==> src/rtl/pe_ctrl_pkg.sv <==
// Shared types and sizing helpers for the PE array sequencer.
package pe_ctrl_pkg;

   localparam int unsigned CNT_W_DEFAULT = 16;

   typedef enum logic [2:0] {
      IDLE   = 3'd0,
      LOAD   = 3'd1,
      EXE    = 3'd2,
      STORE  = 3'd3,
      OUTPUT = 3'd4,
      DONE   = 3'd5
   } state_t;

   // Number of shift steps between a fmap entering the left edge and its psum row
   // leaving the bottom edge of the skewed array.
   function automatic int unsigned pipe_depth(input int unsigned rows, input int unsigned cols);
      return rows + cols - 1;
   endfunction

endpackage

==> src/rtl/pe_array_ctrl_valid_pipe.sv <==
// Valid-bit shift register mirroring the skew of the PE array.
module pe_valid_pipe #(
   parameter int unsigned DEPTH = 16
) (
   input  logic clk,
   input  logic clr,
   input  logic en,
   input  logic din,
   output logic dout
);

   logic [DEPTH-1:0] pipe_q;

   // Advance one stage per array shift; clear wipes all in-flight tags.
   always_ff @(posedge clk) begin
      if (clr) begin
         pipe_q <= '0;
      end else if (en) begin
         pipe_q <= {pipe_q[DEPTH-2:0], din};
      end
   end

   assign dout = pipe_q[DEPTH-1];

endmodule

==> src/rtl/pe_array_ctrl.sv <==
// Sequencer for the systolic PE array: weight load, fmap streaming, drain, result tagging.
module pe_array_ctrl
   import pe_ctrl_pkg::*;
#(
   parameter int unsigned NUMBER_PE_ROW = 9,
   parameter int unsigned NUMBER_PE_COL = 8,
   parameter int unsigned CNT_W         = CNT_W_DEFAULT
) (
   input  logic                     i_clk,
   input  logic                     i_rest,
   input  logic                     start,
   input  logic [CNT_W-1:0]         i_num_pixels,
   input  logic                     weight_valid,
   output logic                     weight_ready,
   output logic [NUMBER_PE_COL-1:0] weight_en,
   input  logic                     fmap_valid,
   output logic                     fmap_ready,
   output logic [NUMBER_PE_ROW-1:0] i_left_en,
   output logic [NUMBER_PE_ROW-1:0] i_right_en,
   output logic                     psum_valid,
   input  logic                     psum_ready,
   output logic                     out_buf_rest,
   output logic                     busy,
   output logic                     done
);

   localparam int unsigned PIPE_D = pipe_depth(NUMBER_PE_ROW, NUMBER_PE_COL);
   localparam int unsigned COL_W  = (NUMBER_PE_COL > 1) ? $clog2(NUMBER_PE_COL) : 1;

   state_t             state_q, state_d;
   logic [CNT_W-1:0]   n_q, in_cnt_q, out_cnt_q;
   logic [COL_W-1:0]   col_cnt_q;
   logic               out_ok, shift_en, start_acc, w_acc, f_acc, p_acc, pipe_din;

   // State register.
   always_ff @(posedge i_clk) begin
      if (i_rest) state_q <= IDLE;
      else        state_q <= state_d;
   end

   // Next state, strobes and handshakes.
   always_comb begin
      state_d      = state_q;
      weight_ready = 1'b0;
      weight_en    = '0;
      fmap_ready   = 1'b0;
      shift_en     = 1'b0;
      out_buf_rest = 1'b0;
      busy         = 1'b1;
      done         = 1'b0;
      start_acc    = 1'b0;
      w_acc        = 1'b0;
      f_acc        = 1'b0;
      out_ok       = ~psum_valid | psum_ready;
      p_acc        = psum_valid & psum_ready;
      unique case (state_q)
         IDLE: begin
            busy = 1'b0;
            if (start) begin
               start_acc = 1'b1;
               state_d   = LOAD;
            end
         end
         LOAD: begin
            weight_ready = 1'b1;
            if (weight_valid) begin
               w_acc     = 1'b1;
               weight_en = NUMBER_PE_COL'(1) << col_cnt_q;
               if (col_cnt_q == COL_W'(NUMBER_PE_COL - 1)) begin
                  state_d = (n_q == '0) ? OUTPUT : EXE;
               end
            end
         end
         EXE: begin
            fmap_ready = out_ok;
            if (fmap_valid && out_ok) begin
               f_acc    = 1'b1;
               shift_en = 1'b1;
               if (in_cnt_q == n_q - CNT_W'(1)) state_d = STORE;
            end
         end
         STORE: begin
            shift_en = out_ok;
            if (p_acc && (out_cnt_q == n_q - CNT_W'(1))) state_d = OUTPUT;
         end
         OUTPUT: begin
            out_buf_rest = 1'b1;
            state_d      = DONE;
         end
         DONE: begin
            done    = 1'b1;
            state_d = IDLE;
         end
         default: state_d = IDLE;
      endcase
   end

   // Job length latch plus column, input and output counters.
   always_ff @(posedge i_clk) begin
      if (i_rest) begin
         n_q       <= '0;
         col_cnt_q <= '0;
         in_cnt_q  <= '0;
         out_cnt_q <= '0;
      end else begin
         if (start_acc) begin
            n_q       <= i_num_pixels;
            col_cnt_q <= '0;
            in_cnt_q  <= '0;
            out_cnt_q <= '0;
         end
         if (w_acc) col_cnt_q <= col_cnt_q + COL_W'(1);
         if (f_acc) in_cnt_q  <= in_cnt_q + CNT_W'(1);
         if (p_acc) out_cnt_q <= out_cnt_q + CNT_W'(1);
      end
   end

   // Real fmap beats tag a 1; drain shifts in STORE tag a 0.
   assign pipe_din   = (state_q == EXE);
   assign i_left_en  = {NUMBER_PE_ROW{shift_en}};
   assign i_right_en = {NUMBER_PE_ROW{shift_en}};

   pe_valid_pipe #(
      .DEPTH (PIPE_D)
   ) u_valid_pipe (
      .clk  (i_clk),
      .clr  (i_rest | start_acc),
      .en   (shift_en),
      .din  (pipe_din),
      .dout (psum_valid)
   );

endmodule
==> config.mk <==
export PLATFORM = sky130hd
export DESIGN_NAME = pe_array_ctrl
export DESIGN_NICKNAME = d
export VERILOG_FILES = /design/src/rtl/pe_ctrl_pkg.sv /design/src/rtl/pe_array_ctrl_valid_pipe.sv /design/src/rtl/pe_array_ctrl.sv
export SDC_FILE = /design/constraint.sdc
export NUM_CORES = 1
export LEC_CHECK = 0
export ABC_AREA = 0
export CORE_MARGIN = 2
export CORE_UTILIZATION = 45
export DETAILED_ROUTE_END_ITERATION = 10
export GPL_TIMING_DRIVEN = 1
export PLACE_DENSITY = 0.64
export SLEW_MARGIN = 15
export SYNTH_ARGS = -nofsm -noshare
export SYNTH_HDL_FRONTEND = slang
export SYNTH_HIERARCHICAL = 1
export SYNTH_SLANG_ARGS = --single-unit
==> constraint.sdc <==
create_clock -name i_clk -period 3.1 [get_ports i_clk]
set_input_delay 0.31 -clock i_clk [delete_from_list [all_inputs] [get_ports i_clk]]
set_output_delay 0.31 -clock i_clk [all_outputs]
set_load 0.005 [all_outputs]
; Word level (Yosys, flattened, before mapping)
; Cells that the tools add are included.
[totals]
ff_bits = 70
in_bits = 22
out_inout_bits = 32
wordCells = 64
[op_classes]
add_sub_neg = 4
n_eq_ne = 14
shifts = 1
muxes = 27
bitwise = 4
n_reduce_logical = 8
[op_table]
columns = cell, n
row1 = $mux 16, 3
row2 = $add 16x1->16 const B, 2
row3 = $eq 16x16->1, 2
row4 = $mux 3, 9
row5 = $logic_not 16->1, 1
row6 = $mux 8, 2
row7 = $sub 16x1->16 const B, 1
row8 = $pmux 3 s5, 1
row9 = $ne 2x2->1 const B, 6
row10 = $mux 1, 11
row11 = $eq 3x3->1 const B, 3
row12 = $shl 1x3->8 const A, 1
row13 = $eq 3x2->1 const B, 2
row14 = $reduce_and 6->1, 1
row15 = $reduce_bool 2->1, 3
row16 = $add 3x1->3 const B, 1
row17 = $eq 3x1->1 const B, 1
row18 = $logic_not 3->1, 1
row19 = $logic_and 1x1->1, 2
row20 = $or 1x1->1, 2
row21 = $pmux 1 s2, 1
row22 = $and 1x1->1, 1
row23 = $not 1->1, 1

; Logic depth before layout (Yosys ltp)
; Gate-level depths: netlist of the first run.
[depth]
word_depth = 6
depth_mapped = 11
ltp_nobuf = 9

; Modules after synthesis
; The synthesis of the first run kept the hierarchy.
[modules_own_cells]
columns = module, n_inst, cells_each, area_per_inst_um2, seq_area_each_um2
row1 = pe_array_ctrl, 1, 540, 3981.3, 1081.0
row2 = pe_valid_pipe, 1, 52, 580.6, 320.3

; Least setup slack after synthesis of the first run
; Ideal clock, no wire load.
[synth_timing]
path_type = reg-to-reg
from = reg n_q[0]
to = reg state_q[0]
setup_ps = 128
arrival_ps = 2491
required_ps = 2972
slack_ps = 481
path_stages_with_launch = 10
path_buffers = 1
synth_period_minus_slack_ps = 2619
path_cell_list = dfxtp_1 > clkbuf_1 > inv_1 > ha_1 > xnor2_1 > a2111oi_0 > nand4b_1 > or4b_1 > nor4_1 > o41ai_1
[synth_between]
elab_chain_len = 5
elab_cells_between_ends = 7
classes_between = add/sub (1) / eq/ne (4) / reduce/logical (2)
[synth_rtl]
columns = element, line_no
row1 = from (decl), pe_array_ctrl.sv:31  ; logic [CNT_W-1:0] n_q, in_cnt_q, out_cnt_q;
row2 = from (signal assigned), pe_array_ctrl.sv:107  ; n_q <= i_num_pixels;
row3 = $sub 16x1->16 (*), "pe_array_ctrl.sv:79, pe_array_ctrl.sv:84"
row4 = $eq 16x16->1, pe_array_ctrl.sv:84  ; if (p_acc && (out_cnt_q == n_q - CNT_W'(1))) state_d = OUTPUT;
row5 = $logic_and 1x1->1, pe_array_ctrl.sv:84
row6 = $ne 2x2->1 (no source line), -
row7 = $reduce_and 6->1 (no source line) (*), -
row8 = to (signal assigned), pe_array_ctrl.sv:38  ; else state_q <= state_d;
row9 = to (decl), pe_array_ctrl.sv:30  ; state_t state_q, state_d;
; Every way passes the cells marked *; elsewhere a longest branch is shown, timed or not.
; A chain may end at the register's enable or synchronous reset.

; Worst setup path in the final report of the first run
; Same ends and word-level chain as after synthesis.

==> results of run 1 <==
-- power groups by stage --
stage                     Sequential, mW  Combinational (mW)  Clock (mW)
after global routing                1.11                1.87       0.795
final                               1.09                1.70       0.727
after floorplan                     1.02                1.35           0
after global placement              1.10                1.68           0
after CTS                           1.09                1.69       0.753
after detailed placement            1.11                1.68           0
-- layout make-up --
| cell class | count | area (um2) | area share |
|---|---|---|---|
| Timing Repair Buffer | 66 | 623 | 0.120 |
| Tap cell | 133 | 166 | 0.0319 |
| Clock inverter | 7 | 68.8 | 0.0132 |
| Clock buffer | 9 | 124 | 0.0238 |
| Multi-Input combinational cell | 452 | 2780 | 0.533 |
| Sequential cell | 70 | 1400 | 0.269 |
| Inverter | 13 | 48.8 | 0.00936 |
-- layer usage --
layer,vias to the layer above,share of wire
met5,-,0
met4,0,0.018
met3,20,0.064
met2,130,0.46
met1,1931,0.46
li1,2114,-
-- Yosys cell counts (all sizes together), types with 12 or more instances --
library cell,instances
nor2,86
nand2,75
dfxtp,70
a21oi,40
buf,31
clkbuf,26
nand3,22
xnor2,19
and3,18
mux2i,18
o21ai,16
nor3,15
inv,13
xor2,12
-- flip-flops by register name (all words and copies together) (netlist names) --
signal	count
state_q	3
n_q	16
in_cnt_q	16
u_valid_pipe/pipe_q	16
col_cnt_q	3
out_cnt_q	16
-- stage by stage --
| step | power [mW] | util | setup WS [ps] |
|---|---|---|---|
| 2_1_floorplan | 2.37 | - | 481 |
| 4_1_cts | 3.53 | 0.531 | 142 |
| 5_1_grt | 3.77 | 0.531 | 27.7 |
| 3_3_place_gp | 2.78 | 0.511 | 284 |
| 3_5_place_dp | 2.79 | 0.511 | 170 |
| 6_report | 3.51 | 0.531 | 248 |
-- cells by family (layout without fill, tap and decap cells) --
group / count (synthesis) / in the layout
compound gates: 102 / 102
xor+xnor: 32 / 32
fa+ha+maj: 10 / 10
buf+inv: 70 / 95
flops: 70 / 70
mux: 27 / 27
simple gates: 281 / 281
-- final timing paths --
| kind | startpoint | endpoint |
|---|---|---|
| setup / recovery | n_q[0] | state_q[0] |
| hold / removal | i_rest | out_cnt_q[0] |
| setup reg to reg | n_q[0] | state_q[0] |
| hold reg to reg | u_valid_pipe/pipe_q[10] | u_valid_pipe/pipe_q[11] |
-- cells in the final DEF (no fill, tap or decap), types with 3 or more instances in the layout --
master	instances
a211oi_1	3
a21oi_1	40
a31oi_1	3
and2_1	6
and3_1	18
buf_4	13
clkbuf_8	9
clkdlybuf4s50_1	52
dfxtp_1	70
ha_1	10
inv_1	13
inv_6	4
inv_8	3
mux2_2	9
mux2i_1	18
nand2_1	75
nand2b_1	8
nand3_1	21
nand3b_1	6
nand4_1	10
nor2_1	86
nor3_1	12
nor3_2	3
nor4_1	6
nor4_2	3
o211ai_1	9
o21ai_0	15
or2_2	3
or3_1	8
or4_1	3
xnor2_1	19
xor2_1	12
-- timing repair --
item / CTS / global route
hold buffers: 0 / 0
gates resized for setup: 0 / 1
endpoints found under the setup margin: 0 / 1
endpoints found under the hold margin: 0 / 0
-- critical path: cells and delay by family (launching register included) --
family	cells	cell delay, ps
AOI/OAI and AO/OA	2	630
buffers and inverters	1	100
and+or+nand+nor	3	1040
xor gates and xnor gates	1	140
adders and majority gates	1	340
DFF	1	470
==> flow_metrics.tcl, run 1 <==
set metrics [dict create \
    min_path_cells 2 \
    cp_slowest_stage_delay_ps 560 \
    rsz0062_at_grt "false" \
    post-cts-setup-buffers 0 \
    cp.arrival_ps 3080 \
    io_buffers 53 \
    power_frac_comb 0.483 \
    grt-busiest-layer "met2" \
    r2r_cells 8 \
    seq_area_frac_synth 0.307 \
    drive_gt1_frac 0.0891 \
    synth.cell_area_mm2 0.00456 \
    antenna_found_initial 0 \
    use_met2 0.354 \
    drc_errors 0 \
    cpMaxStageDelayCell "or4b_1" \
    finalHoldViolations 0 \
    syn_area_per_cell_um2 7.71 \
    cts_tree "yes" \
    fin_nets 644 \
    internal_power_mw 2.01 \
    clk-insertion-delay-late_ps 370 \
    max_freq_ghz 0.351 \
    num_antenna_cells 0 \
    hpwl_mm 8.57 \
    gr-total-overflow 0 \
    drv_cap 0 \
    initial_core_util 0.465 \
    first_iter_violations 248 \
    worstSetupStartpointType "register" \
    die_x_um 105 \
    period_minus_slack_ps 2850 \
    critical_path_class "register to register" \
    hold_class "input port to register" \
    syn2layout_area_growth_pct 14.3 \
    synth_top_flop_cell "dfxtp_1" \
    synthArstFlopShare 0 \
    fin_area_mm2 0.00521 \
    slew_violations 0 \
    skew_ps 12.1 \
    cts-buffers-inserted 9 \
    syn_inst 592 \
    synth_fa_ha_area_frac 0.0274 \
    switching_share 0.427 \
    gp_congestion 0.910 \
    met1_usage 0.284 \
    met3_usage 0.0462 \
    ioPinCount 54 \
    synthMuxAreaShare 0.0617 \
    maxSlewHeadroom 0.533 \
    dp.cells 734 \
    synth-simple-area-share 0.305 \
    crit_path_end_kind "register" \
    p_seq_frac 0.310 \
    fillers 999 \
    ys_top_cells_by_area "dfxtp_1, nor2_1, nand2_1, a21oi_1, mux2i_1" \
    tightest_slew_ps 700 \
    wl_per_cell_um 15.2 \
    path_clk_slew_ps 80 \
    power.leakage_nw 1.85 \
    p_sw_mw 1.50 \
    grt_use_total 0.217 \
    fin_hold_ws_ps 420 \
    synth_top_family_by_area "simple AND/OR/NAND/NOR gates" \
    fin_crit_sh 0.920 \
    setup_violations 0 \
    grt_pass1_vias 3855 \
    drt-total-wl_mm 11.4 \
    place_area_mm2 0.00502 \
    grt_max_degree 35 \
    num_rows 36 \
    pwr-share-clk 0.207 \
    cp.required_ps 3320 \
    status "finished, final reports clean" \
    peakVddDrop_uv 338 \
    path_cells "inv_1, ha_1, xnor2_1, a2111oi_1, nand4b_1, or4b_1, nor4_1, o41ai_1" \
    cts_sinks 70 \
    power_density_mw_per_mm2 674 \
    cts-root-buf "clkbuf_8" \
    synth_edf_count 0 \
    synth_compound_area_frac 0.149 \
    fin_cells 750 \
    yosysWarnings 6 \
    dieArea_mm2 0.0110 \
    synth_nets 624 \
    ys_ff_latch 70 \
    final_antenna_net_count 0 \
    vias 4195 \
    core_mm2 0.00982 \
    vias_per_cell 5.59 \
    cp_max_fo 7 \
    synth_area_leader_cell "dfxtp_1" \
    synth_xor_area_frac 0.0645 \
    r2r_setup_slack_ps 250 \
    htreeDepth 3 \
    setup_tns_ps 0 \
    die_h_um 105 \
    first_pass_iters 4 \
    synth_top_area_frac 0.307 \
    grt_pass1_wl_mm 19.1 \
    synthDistinctLibCells 65 \
    clockBufferDepth 2 \
]
Power figures use the tool's default switching activity.
==> inputs of run 2 (changes only) <==
PLACE_DENSITY = 0.65   (was 0.64)
SYNTH_HIERARCHICAL = unset   (was 1)
==> flow_metrics.tcl, run 2 <==
set metrics [dict create \
    status "finished, final reports clean" \
    cp_slowest_stage_delay_ps 600 \
    die_h_um 104 \
    syn2layout_area_growth_pct 15.0 \
    synth_nets 617 \
    power.leakage_nw 1.87 \
    peakVddDrop_uv 251 \
    htreeDepth 3 \
    clockBufferDepth 2 \
    yosysMostFrequentCell "nand2_1" \
    antenna_found_initial 0 \
    initial_core_util 0.460 \
    synth_area_leader_cell "dfxtp_1" \
    synthDistinctLibCells 67 \
    gr-total-overflow 0 \
    synthArstFlopShare 0 \
    cp.arrival_ps 2410 \
    drv_cap 0 \
    drt-total-wl_mm 10.7 \
    ioPinCount 54 \
    wl_per_cell_um 14.5 \
    maxSlewHeadroom 0.550 \
    path_cells "o21ai_0, or3_1, inv_1, clkdlybuf4s50_1" \
    core_mm2 0.00968 \
    ys_top_cells_by_area "dfxtp_1, nand2_1, a21oi_1, nor2_1, xnor2_1" \
    hold_class "input port to register" \
    first_iter_violations 220 \
    vias 4014 \
    drive_gt1_frac 0.0857 \
    period_minus_slack_ps 2720 \
    final_common_cell "nand2_1" \
    skew_ps 6.56 \
    worstSetupStartpointType "register" \
    gp_congestion 0.899 \
    grt_pass1_wl_mm 17.8 \
    cp_max_fo 19 \
    tightest_slew_ps 675 \
    final_antenna_net_count 0 \
    fin_nets 634 \
    total_power_mw 2.57 \
    cp.required_ps 2790 \
    rsz0062_at_grt "false" \
    yosys-top-cells-count "nand2_1, dfxtp_1, a21oi_1" \
    syn_area_per_cell_um2 7.62 \
    hpwl_mm 8.04 \
    clk-insertion-delay-late_ps 360 \
    setup_violations 0 \
    crit_path_end_kind "output pin" \
    crit_buf_inv 2 \
    fin_hold_ws_ps 405 \
    max_freq_ghz 0.368 \
    yosysWarnings 0 \
    slew_violations 0 \
    seq_area_frac_synth 0.315 \
    synth_top_flop_cell "dfxtp_1" \
    cpMaxStageDelayCell "dfxtp_1" \
    cts_hold_buf 0 \
    grt_max_degree 53 \
    syn_inst 585 \
    final_cell_mix "nand2_1, dfxtp_1, a21oi_1" \
    synth_top_area_frac 0.315 \
    grt_pass1_vias 3541 \
    num_antenna_cells 0 \
    critical_path_class "register to output pin" \
    grt_use_total 0.204 \
    dieArea_mm2 0.0107 \
    post-cts-setup-buffers 0 \
    cts_resized 0 \
    path_clk_slew_ps 80 \
    cts-root-buf "clkbuf_8" \
    fin_crit_sh 0.877 \
    cts-buffers-inserted 9 \
    fin_ws_ps 380 \
    fillers 940 \
    setup_tns_ps 0 \
    num_rows 36 \
    path_delay_family "buffers and inverters" \
    io_buffers 53 \
    ys_ff_latch 70 \
    first_pass_iters 5 \
    synth.cell_area_mm2 0.00446 \
    power_density_mw_per_mm2 501 \
    post-place-ws_ps 418 \
    vias_per_cell 5.42 \
    die_x_um 104 \
    cts_sinks 70 \
    drc_errors 0 \
    synth_edf_count 0 \
    finalHoldViolations 0 \
    cts_tree "yes" \
]
==> run 2: cell families (layout without fill, tap and decap cells) <==
logic type	after synthesis	in the layout	synth area share
multiplexers	9	9	0.0225
adder cells (fa/ha/maj)	10	10	0.0281
AND/OR/NAND/NOR	273	273	0.322
buffers and inverters	73	95	0.0834
AO/OA/AOI/OAI	114	114	0.156
flip-flops	70	70	0.315
XOR/XNOR	36	36	0.0741
==> run 2: routing by layer <==
layer / track usage / vias to the layer above / routed length, um
met3: 0.0365 / 22 / 486
li1: - / 2058 / -
met4: 0.100 / 0 / 273
met1: 0.282 / 1821 / 5270
met2: 0.306 / 113 / 4710
met5: 0 / - / 0
==> run 2: stage by stage <==
stage          instance area (um2)   util  cells
6_report                      5120  0.529    740
3_5_place_dp                  4900  0.506    724
4_1_cts                       5120  0.529    740
5_1_grt                       5120  0.529    740
3_3_place_gp                  4900  0.506    724
2_1_floorplan                 4460      -    585
==> run 2: final timing paths <==
| kind | cells past startpoint | slack (ps) | from | to |
|---|---|---|---|---|
| max | 4 | 380 | state_q[0] | i_left_en[2] |
| max reg2reg | 9 | 410 | n_q[0] | state_q[1] |
| min | 5 | 410 | i_rest | state_q[0] |
| min reg2reg | 2 | 450 | u_valid_pipe.pipe_q[6] | u_valid_pipe.pipe_q[7] |
==> run 2: final cells by class <==
cell class                 count  area (um2)  area share
timing repair buffer          61         586       0.114
inverter                      18        67.6      0.0132
sequential                    70        1400       0.273
clock buffer                   9         124      0.0242
multi-input combinational    442        2680       0.523
clock inverter                 7        97.6      0.0190
tap                          133         166      0.0325
==> run 2: worst register-to-register path: cells and delay by family, from the launching register on <==
kind                     cells  cell delay, ps
adder cells (fa/ha/maj)      1             370
flip-flops                   1             390
buffers and inverters        1             110
AND/OR/NAND/NOR              4            1020
AO/OA/AOI/OAI                3             670
==> run 2: power by group <==
part | total (mW) | internal [mW] | switching, mW
sequential | 0.995 | 0.927 | 0.0683
clock | 0.830 | 0.455 | 0.375
combinational | 0.742 | 0.331 | 0.412
total | 2.57 | 1.71 | 0.854
